--- src/rtl/mem_pkg.sv ---
// Shared definitions for the program/data RAM arbiter.
// Covers arbiter FSM states, default bus widths and master indices.
package mem_pkg;

    localparam int MEM_AW = 12;
    localparam int MEM_DW = 32;

    localparam logic M_CORE = 1'b0;
    localparam logic M_UART = 1'b1;

    typedef enum logic [1:0] {
        ARB   = 2'd0,
        LOCK0 = 2'd1,
        LOCK1 = 2'd2
    } arb_state_t;

endpackage

--- src/rtl/mem_arbiter_if.sv ---
// One master's request/grant port into the RAM arbiter.
// Handshake: a master raises req with addr/we/wdata/lock stable and holds them until gnt=1;
// the access is taken at the edge that ends the gnt cycle; reads return rvalid one cycle later.
interface mem_arbiter_if #(
    parameter int AW = mem_pkg::MEM_AW,
    parameter int DW = mem_pkg::MEM_DW
);
    logic          req;
    logic          we;
    logic          lock;
    logic [AW-1:0] addr;
    logic [DW-1:0] wdata;
    logic          gnt;
    logic          rvalid;
    logic [DW-1:0] rdata;

    modport master (
        output req, we, lock, addr, wdata,
        input  gnt, rvalid, rdata
    );

    modport slave (
        input  req, we, lock, addr, wdata,
        output gnt, rvalid, rdata
    );
endinterface

--- src/rtl/rr_pick2.sv ---
// Two-way round-robin pick: a lone requester wins; on contention ptr selects the winner.
module rr_pick2 (
    input  logic [1:0] req,
    input  logic       ptr,
    output logic       valid,
    output logic       winner
);
    assign valid  = |req;
    assign winner = (&req) ? ptr : req[1];
endmodule

--- src/rtl/mem_arbiter.sv ---
// Shares the single-port synchronous RAM between the CPU core (m0) and UART loader (m1).
// Round-robin arbitration with a bounded lock (burst); one access per cycle.
module mem_arbiter
    import mem_pkg::*;
#(
    parameter  int AW        = MEM_AW,
    parameter  int DW        = MEM_DW,
    parameter  int MAX_BURST = 16,
    localparam int CW        = $clog2(MAX_BURST + 1)
) (
    input  logic          clk,
    input  logic          rst_n,
    mem_arbiter_if.slave  m0,
    mem_arbiter_if.slave  m1,
    output logic [AW-1:0] ram_addr,
    output logic [DW-1:0] ram_wdata,
    output logic          ram_we,
    input  logic [DW-1:0] ram_q,
    output arb_state_t    dbg_state,
    output logic          dbg_rr_ptr,
    output logic [CW-1:0] dbg_burst_cnt
);
    localparam logic [CW-1:0] CNT_LAST = CW'(MAX_BURST - 1);
    localparam bit            LOCK_EN  = (MAX_BURST > 1);

    arb_state_t    state_q, state_d;
    logic          rr_q, rr_d;
    logic [CW-1:0] cnt_q, cnt_d;
    logic          gnt0_raw, gnt1_raw;
    logic          pick_valid, pick_winner;

    rr_pick2 u_pick (
        .req    ({m1.req, m0.req}),
        .ptr    (rr_q),
        .valid  (pick_valid),
        .winner (pick_winner)
    );

    always_comb begin
        state_d  = state_q;
        rr_d     = rr_q;
        cnt_d    = cnt_q;
        gnt0_raw = 1'b0;
        gnt1_raw = 1'b0;
        case (state_q)
            ARB: begin
                if (pick_valid) begin
                    if (pick_winner == M_UART) begin
                        gnt1_raw = 1'b1;
                        rr_d     = M_CORE;
                        if (m1.lock && LOCK_EN) begin
                            state_d = LOCK1;
                            cnt_d   = CW'(1);
                        end
                    end else begin
                        gnt0_raw = 1'b1;
                        rr_d     = M_UART;
                        if (m0.lock && LOCK_EN) begin
                            state_d = LOCK0;
                            cnt_d   = CW'(1);
                        end
                    end
                end
            end
            // While locked the other master waits even if it is requesting.
            LOCK0: begin
                if (!m0.req) begin
                    state_d = ARB;
                    cnt_d   = '0;
                end else begin
                    gnt0_raw = 1'b1;
                    if (!m0.lock) begin
                        state_d = ARB;
                        cnt_d   = '0;
                    end else if (cnt_q == CNT_LAST) begin
                        state_d = ARB;
                        cnt_d   = '0;
                        rr_d    = M_UART;
                    end else begin
                        cnt_d = cnt_q + CW'(1);
                    end
                end
            end
            LOCK1: begin
                if (!m1.req) begin
                    state_d = ARB;
                    cnt_d   = '0;
                end else begin
                    gnt1_raw = 1'b1;
                    if (!m1.lock) begin
                        state_d = ARB;
                        cnt_d   = '0;
                    end else if (cnt_q == CNT_LAST) begin
                        state_d = ARB;
                        cnt_d   = '0;
                        rr_d    = M_CORE;
                    end else begin
                        cnt_d = cnt_q + CW'(1);
                    end
                end
            end
            default: begin
                state_d = ARB;
                cnt_d   = '0;
            end
        endcase
    end

    always_ff @(posedge clk or negedge rst_n) begin
        if (!rst_n) begin
            state_q <= ARB;
            rr_q    <= M_CORE;
            cnt_q   <= '0;
        end else begin
            state_q <= state_d;
            rr_q    <= rr_d;
            cnt_q   <= cnt_d;
        end
    end

    // Grants are forced low while reset is held so no write can slip through.
    assign m0.gnt = gnt0_raw & rst_n;
    assign m1.gnt = gnt1_raw & rst_n;

    assign ram_addr  = m1.gnt ? m1.addr  : m0.addr;
    assign ram_wdata = m1.gnt ? m1.wdata : m0.wdata;
    assign ram_we    = (m0.gnt & m0.we) | (m1.gnt & m1.we);

    always_ff @(posedge clk or negedge rst_n) begin
        if (!rst_n) begin
            m0.rvalid <= 1'b0;
            m1.rvalid <= 1'b0;
        end else begin
            m0.rvalid <= m0.gnt & ~m0.we;
            m1.rvalid <= m1.gnt & ~m1.we;
        end
    end

    assign m0.rdata = ram_q;
    assign m1.rdata = ram_q;

    assign dbg_state     = state_q;
    assign dbg_rr_ptr    = rr_q;
    assign dbg_burst_cnt = cnt_q;

endmodule
--- src/flat_wrapper.sv ---
// flat-port wrapper written by rule: the top's interface ports become plain ports
module mem_arbiter_flat import mem_pkg::*;
#(
    parameter  int AW        = MEM_AW,
    parameter  int DW        = MEM_DW,
    parameter  int MAX_BURST = 16,
    localparam int CW        = $clog2(MAX_BURST + 1)
)
  (clk, rst_n, ram_addr, ram_wdata, ram_we, ram_q, dbg_state, dbg_rr_ptr, dbg_burst_cnt, m0_req, m0_we, m0_lock, m0_addr, m0_wdata, m0_gnt, m0_rvalid, m0_rdata, m1_req, m1_we, m1_lock, m1_addr, m1_wdata, m1_gnt, m1_rvalid, m1_rdata);
  mem_arbiter_if #(.AW(AW), .DW(DW)) m0_i ();
  mem_arbiter_if #(.AW(AW), .DW(DW)) m1_i ();
  input  logic clk;
  input  logic rst_n;
  output logic [AW-1:0] ram_addr;
  output logic [DW-1:0] ram_wdata;
  output logic ram_we;
  input  logic [DW-1:0] ram_q;
  output arb_state_t dbg_state;
  output logic dbg_rr_ptr;
  output logic [CW-1:0] dbg_burst_cnt;
  input wire logic [$bits(m0_i.req)-1:0] m0_req;
  input wire logic [$bits(m0_i.we)-1:0] m0_we;
  input wire logic [$bits(m0_i.lock)-1:0] m0_lock;
  input wire logic [$bits(m0_i.addr)-1:0] m0_addr;
  input wire logic [$bits(m0_i.wdata)-1:0] m0_wdata;
  output wire logic [$bits(m0_i.gnt)-1:0] m0_gnt;
  output wire logic [$bits(m0_i.rvalid)-1:0] m0_rvalid;
  output wire logic [$bits(m0_i.rdata)-1:0] m0_rdata;
  input wire logic [$bits(m1_i.req)-1:0] m1_req;
  input wire logic [$bits(m1_i.we)-1:0] m1_we;
  input wire logic [$bits(m1_i.lock)-1:0] m1_lock;
  input wire logic [$bits(m1_i.addr)-1:0] m1_addr;
  input wire logic [$bits(m1_i.wdata)-1:0] m1_wdata;
  output wire logic [$bits(m1_i.gnt)-1:0] m1_gnt;
  output wire logic [$bits(m1_i.rvalid)-1:0] m1_rvalid;
  output wire logic [$bits(m1_i.rdata)-1:0] m1_rdata;
  assign m0_i.req = m0_req;
  assign m0_i.we = m0_we;
  assign m0_i.lock = m0_lock;
  assign m0_i.addr = m0_addr;
  assign m0_i.wdata = m0_wdata;
  assign m0_gnt = m0_i.gnt;
  assign m0_rvalid = m0_i.rvalid;
  assign m0_rdata = m0_i.rdata;
  assign m1_i.req = m1_req;
  assign m1_i.we = m1_we;
  assign m1_i.lock = m1_lock;
  assign m1_i.addr = m1_addr;
  assign m1_i.wdata = m1_wdata;
  assign m1_gnt = m1_i.gnt;
  assign m1_rvalid = m1_i.rvalid;
  assign m1_rdata = m1_i.rdata;
  mem_arbiter #(.AW(AW), .DW(DW), .MAX_BURST(MAX_BURST)) u_core (.clk(clk), .rst_n(rst_n), .m0(m0_i), .m1(m1_i), .ram_addr(ram_addr), .ram_wdata(ram_wdata), .ram_we(ram_we), .ram_q(ram_q), .dbg_state(dbg_state), .dbg_rr_ptr(dbg_rr_ptr), .dbg_burst_cnt(dbg_burst_cnt));
endmodule
--- config.mk ---
export PLATFORM = sky130hd
export DESIGN_NAME = mem_arbiter_flat
export DESIGN_NICKNAME = d
export VERILOG_FILES = /design/src/rtl/mem_pkg.sv /design/src/rtl/mem_arbiter_if.sv /design/src/rtl/rr_pick2.sv /design/src/rtl/mem_arbiter.sv /design/src/flat_wrapper.sv
export SDC_FILE = /design/constraint.sdc
export NUM_CORES = 1
export LEC_CHECK = 0
export ABC_AREA = 1
export BUFFER_PORTS_ARGS = -buffer_cell sky130_fd_sc_hd__buf_4
export CORE_AREA = 2 2 95 97
export CTS_CLUSTER_SIZE = 25
export DETAILED_ROUTE_END_ITERATION = 10
export DIE_AREA = 0 0 97 99
export HOLD_SLACK_MARGIN = 0.08
export MAX_ROUTING_LAYER = met4
export PLACE_DENSITY = 0.7
export SYNTH_ARGS = -nofsm -noshare
export SYNTH_HDL_FRONTEND = slang
export SYNTH_SLANG_ARGS = --single-unit
--- constraint.sdc ---
create_clock -name clk -period 2.99 [get_ports clk]
set_clock_uncertainty 0.2 [all_clocks]
set_input_delay 0.299 -clock clk [delete_from_list [all_inputs] [get_ports clk]]
set_output_delay 0.299 -clock clk [all_outputs]
set_load 0.005 [all_outputs]
# Word level (Yosys, flattened, before mapping)
# Cells that the tools add are included.
[op_classes] add_sub_neg=1 multipliers=0 div_mod_pow=0 n_lt_le_gt_ge=0 n_eq_ne=12 shift=0 muxes=39 bitwise=9 n_reduce_logical=6
[op_table] cell="two-way mux 5 bit" n=9
[op_table] cell="two-way mux 32 bit" n=1
[op_table] cell="two-way mux 2 bit" n=9
[op_table] cell="one-hot mux 5 bit (3 select lines)" n=1
[op_table] cell="two-way mux 1 bit" n=14
[op_table] cell="two-way mux 12 bit" n=1
[op_table] cell="!= test 2 bit (second input constant)" n=4
[op_table] cell="AND reduction 8 bit" n=1
[op_table] cell="bitwise AND 1 bit" n=6
[op_table] cell="!= test 2 x 1 -> 1 bit (second input constant)" n=3
[op_table] cell="one-hot mux 2 bit (3 select lines)" n=1
[op_table] cell="adder 5 x 1 -> 5 bit (second input constant)" n=1
[op_table] cell="== test 5 x 4 -> 1 bit (second input constant)" n=1
[op_table] cell="one-hot mux 1 bit (2 select lines)" n=2
[op_table] cell="!= test 3 x 2 -> 1 bit (second input constant)" n=1
[op_table] cell="!= test 3 bit (second input constant)" n=1
[op_table] cell="one-hot mux 1 bit (3 select lines)" n=1
[op_table] cell="AND reduction 3 bit" n=1
[op_table] cell="nonzero test 3 bit" n=1
[op_table] cell="== test 2 x 1 -> 1 bit (second input constant)" n=1
[op_table] cell="== test 2 bit (second input constant)" n=1
[op_table] cell="zero test 2 bit" n=1
[op_table] cell="NOT 1 bit" n=2
[op_table] cell="AND reduction 2 bit" n=1
[op_table] cell="other kinds (2)" n=2
[word_totals] reg_bits=10 latchBits=0 ram_bits=0 mem_bits_ro=0 in_bits=128 out_inout_bits=121 n_memories=0

# Longest topological paths before layout
[logic_depth] word_depth=8 depth_mapped=10

# Modules after synthesis
# Synthesis repeated with hierarchy kept, for this count alone.
[unflattened] cells_unflattened=315 hier_area_um2=1791.7
[by_module_without_submodules] module="mem_arbiter" instances=1 cells_each=310 area_each_um2=1769.2 seq_area_each_um2=250.2
[by_module_without_submodules] module="rr_pick2" instances=1 cells_each=5 area_each_um2=22.5 seq_area_each_um2=0.0

# Least setup slack after synthesis
# Ideal clock, no wire load.
[synth_path] path_kind="register -> output" start="register u_core.state_q[0], in the netlist u_core.dbg_state[0]" end="output ram_addr[0]" arrival_time_ns=1.365 required_ns=2.491 path_slack_ns=1.126 stages_incl_launch_ff=9 cell_sequence="dfrtp_1 -> inv_1 -> ha_1 -> inv_1 -> o21ai_4 -> nand2_4 -> buf_2 -> nand2_1 -> nand2_1"
[synth_via] elab_chain_cells=4 elab_cells_between_ends=5
[synth_lines] element="from (decl)" line_no="mem_arbiter.sv:26" text="arb_state_t state_q, state_d;"
[synth_lines] element="from (signal assigned)" line_no="mem_arbiter.sv:115" text="state_q <= state_d;"
[synth_lines] element="== test 2 bit or zero test 2 bit (tied branches)" line_no="mem_arbiter.sv:45" text="case (state_q)"
[synth_lines] element="one-hot mux 1 bit (2 select lines) *" line_no="mem_arbiter.sv:45"
[synth_lines] element="bitwise AND 1 bit *" line_no="mem_arbiter.sv:123" text="assign m1.gnt = gnt1_raw & rst_n;"
[synth_lines] element="two-way mux 12 bit *" line_no="mem_arbiter.sv:125" text="assign ram_addr = m1.gnt ? m1.addr : m0.addr;"
[synth_lines] element="to (decl)" line_no="flat_wrapper.sv:14" text="output logic [AW-1:0] ram_addr;"
# Mark *: on every way between the ends. The rest lies on a longest branch, timed or not.

# Final worst setup path
[layout_path] start="register u_core.state_q[0], in the netlist u_core.dbg_state[0]" end="output ram_addr[2]"
# Same word-level chain as after synthesis.

==> out/metrics.cfg <==
[timing]
hold_slack_ns = 0.181
final_max_slew_viol_count = 0
fmax_ghz = 0.376
rsz0062_at_grt = false
slew_headroom_pct = 69.1
setup_viol = 0
hold_viol_final = 0
fin_ws_ns = 0.333
tightest_slew_ns = 0.464
tns_ns = 0
min_period_ns = 2.66
finalCritPeriodShare_pct = 88.9

[floorplan]
die_w_um = 97
chipHeight_um = 99
die_area_um2 = 9600
core_area_um2 = 8550
num_rows = 34
ioPinCount = 249
start_util_pct = 21.0

[drt]
drt_wl_total_um = 6380
ant_nets = 0
vias = 2179
vias_per_cell = 4.33
drtIter0Drc = 97
routedWlPerCell_um = 12.7
post-route-drc-count = 0
first_pass_iters = 5

[setup_path]
reg2reg_from = u_core.dbg_state[0]
crit_arrival_ns = 2.16
worstPathMaxFanout = 39
reg2reg_to = u_core.m1.rvalid
crit_required_ns = 2.49
regToRegSetupSlack_ns = 1.08
cp-end-kind = primary output
reg2reg_depth = 6
start_kind = flop
critPathKind = flop to primary output

[cells_and_area]
nNetsFinal = 529
fin_util_pct = 30.7
drive_gt1_share_pct = 41.5
design_area_um2 = 2630
antenna_cells = 0
nFillCells = 936
final_cells = 503
area_growth_syn_to_layout_pct = 46.7

[power]
p_leak_nw = 1.57
powerDensity_nw_per_um2 = 533
fin_total_pwr_mw = 1.40
ir_drop_mv = 0.251

[yosys]
async_reset_ff_share_pct = 100
synth_edf_count = 0
synth_most_common_cell = nand2_1
synth_ff_type = dfrtp_1
synth_area_leader_cell = buf_4
yosys-top-cells-count = nand2_1 (121), buf_4 (64), nand3_1 (52)
synth_nets = 444
synth.area.top_cells = buf_4 (27%), nand2_1 (25%), nand3_1 (15%)
avgSynthCellArea_um2 = 5.76
yosys_warnings = 0
synthesis.area_um2 = 1790
synth_top_area_share_pct = 26.8
synth_seq_cells = 10
synth-seq-area-share_pct = 14.0
postSynthCellCount = 311
ys_types = 20

[hold_path]
min_to = u_core.m0.rvalid
holdPathStages = 3
holdCritPathClass = input pin to flop
min_from = m0_req

[outcome]
outcome = finished clean

[global_routing]
grt_max_degree = 47
grt_pass1_wl_um = 9500
antenna_found_initial = 0
grt_use_total_pct = 12.1
grt_remaining_overflow = 0
grt_pass1_vias = 2057

[clock_network]
cts_tree = built
clk_pin_slew_ns = 0.05
clk_latency_ns = 0.24
clock-sinks = 10
htreeDepth = 1
cts.path.max_buffers = 2
root_buffer = clkbuf_8
cts_buffers = 3

[placement]
placed_cells = 496
hpwl_um = 5100
pre_cts_slack_ns = 0.588
port-buffer-count = 152
place_area_um2 = 2540
gp_congestion = 0.789

[flow_run]
drv_cap = 0

[layout by cell type, fill, tap and decap left out]
cell type	netlist	routed
o21ai_0	6	6
nor3_1	1	1
nand4_1	1	1
nand2_2	1	1
a21oi_1	3	3
dfrtp_1	10	10
nand2_4	1	1
a211oi_1	1	1
buf_4	64	154
dlygate4sd3_1	0	3
nand3_1	52	52
inv_2	2	2
xor2_1	1	1
clkbuf_8	0	4
inv_1	14	14
nand2_1	121	121
ha_1	5	5
nand3_2	1	1
o21ai_4	1	1
nor2_1	13	13
[per-layer routing]
layer,up-vias,GRT usage (%),wire (um)
li1,1082,-,-
met1,951,13.9,2460
met2,121,20.6,3200
met3,25,2.91,554
met4,0,4.77,170
met5,-,-,0
[worst max-delay path by stage]
stage | startpoint | to | slack [ns] | cells past startpoint
6_report | u_core.dbg_state[0] | ram_addr[2] | 0.33 | 8
3_5_place_dp | u_core.dbg_state[0] | ram_addr[2] | 0.59 | 8
4_1_cts | u_core.dbg_state[0] | ram_addr[2] | 0.31 | 8
3_3_place_gp | u_core.dbg_state[0] | ram_addr[2] | 0.66 | 8
2_1_floorplan | u_core.dbg_state[0] | ram_addr[0] | 1.13 | 8
5_1_grt | u_core.dbg_state[0] | ram_addr[2] | 0.18 | 8
[final cells by class]
| class | count | area [um2] | share of cell area, % |
|---|---|---|---|
| well taps | 108 | 135 | 5.14 |
| repair buffers | 157 | 1190 | 45.1 |
| multi-input cells | 208 | 942 | 35.8 |
| clock buffers | 4 | 55.1 | 2.09 |
| flip-flops and latches | 10 | 250 | 9.52 |
| inverters | 16 | 60.1 | 2.28 |
[power breakdown]
part / switching, mW / internal (mW)
Clock: 0.0558 / 0.116
Sequential: 0.0388 / 0.171
Combinational: 0.545 / 0.474
[worst max-delay path: stages, from the launching register on]
cell     delay [ns]
dfrtp_1        0.43
inv_1          0.13
ha_1           0.20
inv_1          0.09
o21ai_4        0.27
buf_4          0.41
nand3_1        0.16
nand2_1        0.10
buf_4          0.11
[state kept, by name, indices dropped and copies added, names as in the netlist]
| name | flops |
|---|---|
| u_core.dbg_state | 2 |
| u_core.m1.rvalid | 1 |
| u_core.m0.rvalid | 1 |
| u_core.dbg_burst_cnt | 5 |
| u_core.dbg_rr_ptr | 1 |
[cell families after synthesis]
logic type | after synthesis | share of synthesized area [%]
AND/OR/NAND/NOR | 191 | 44.8
buffers and inverters | 93 | 33.5
AO/OA/AOI/OAI | 11 | 3.84
flip-flops | 10 | 14.0
adder cells (fa/ha/maj) | 5 | 3.49
XOR/XNOR | 1 | 0.489
[repair_timing]
| item | 4_1_cts | 5_1_grt |
|---|---|---|
| hold endpoints to repair | 10 | 0 |
| hold buffers | 3 | 0 |
| gates resized for setup | 0 | 0 |
| buffers inserted | 0 | 0 |
Note: power is estimated with default switching activity, not from simulation.
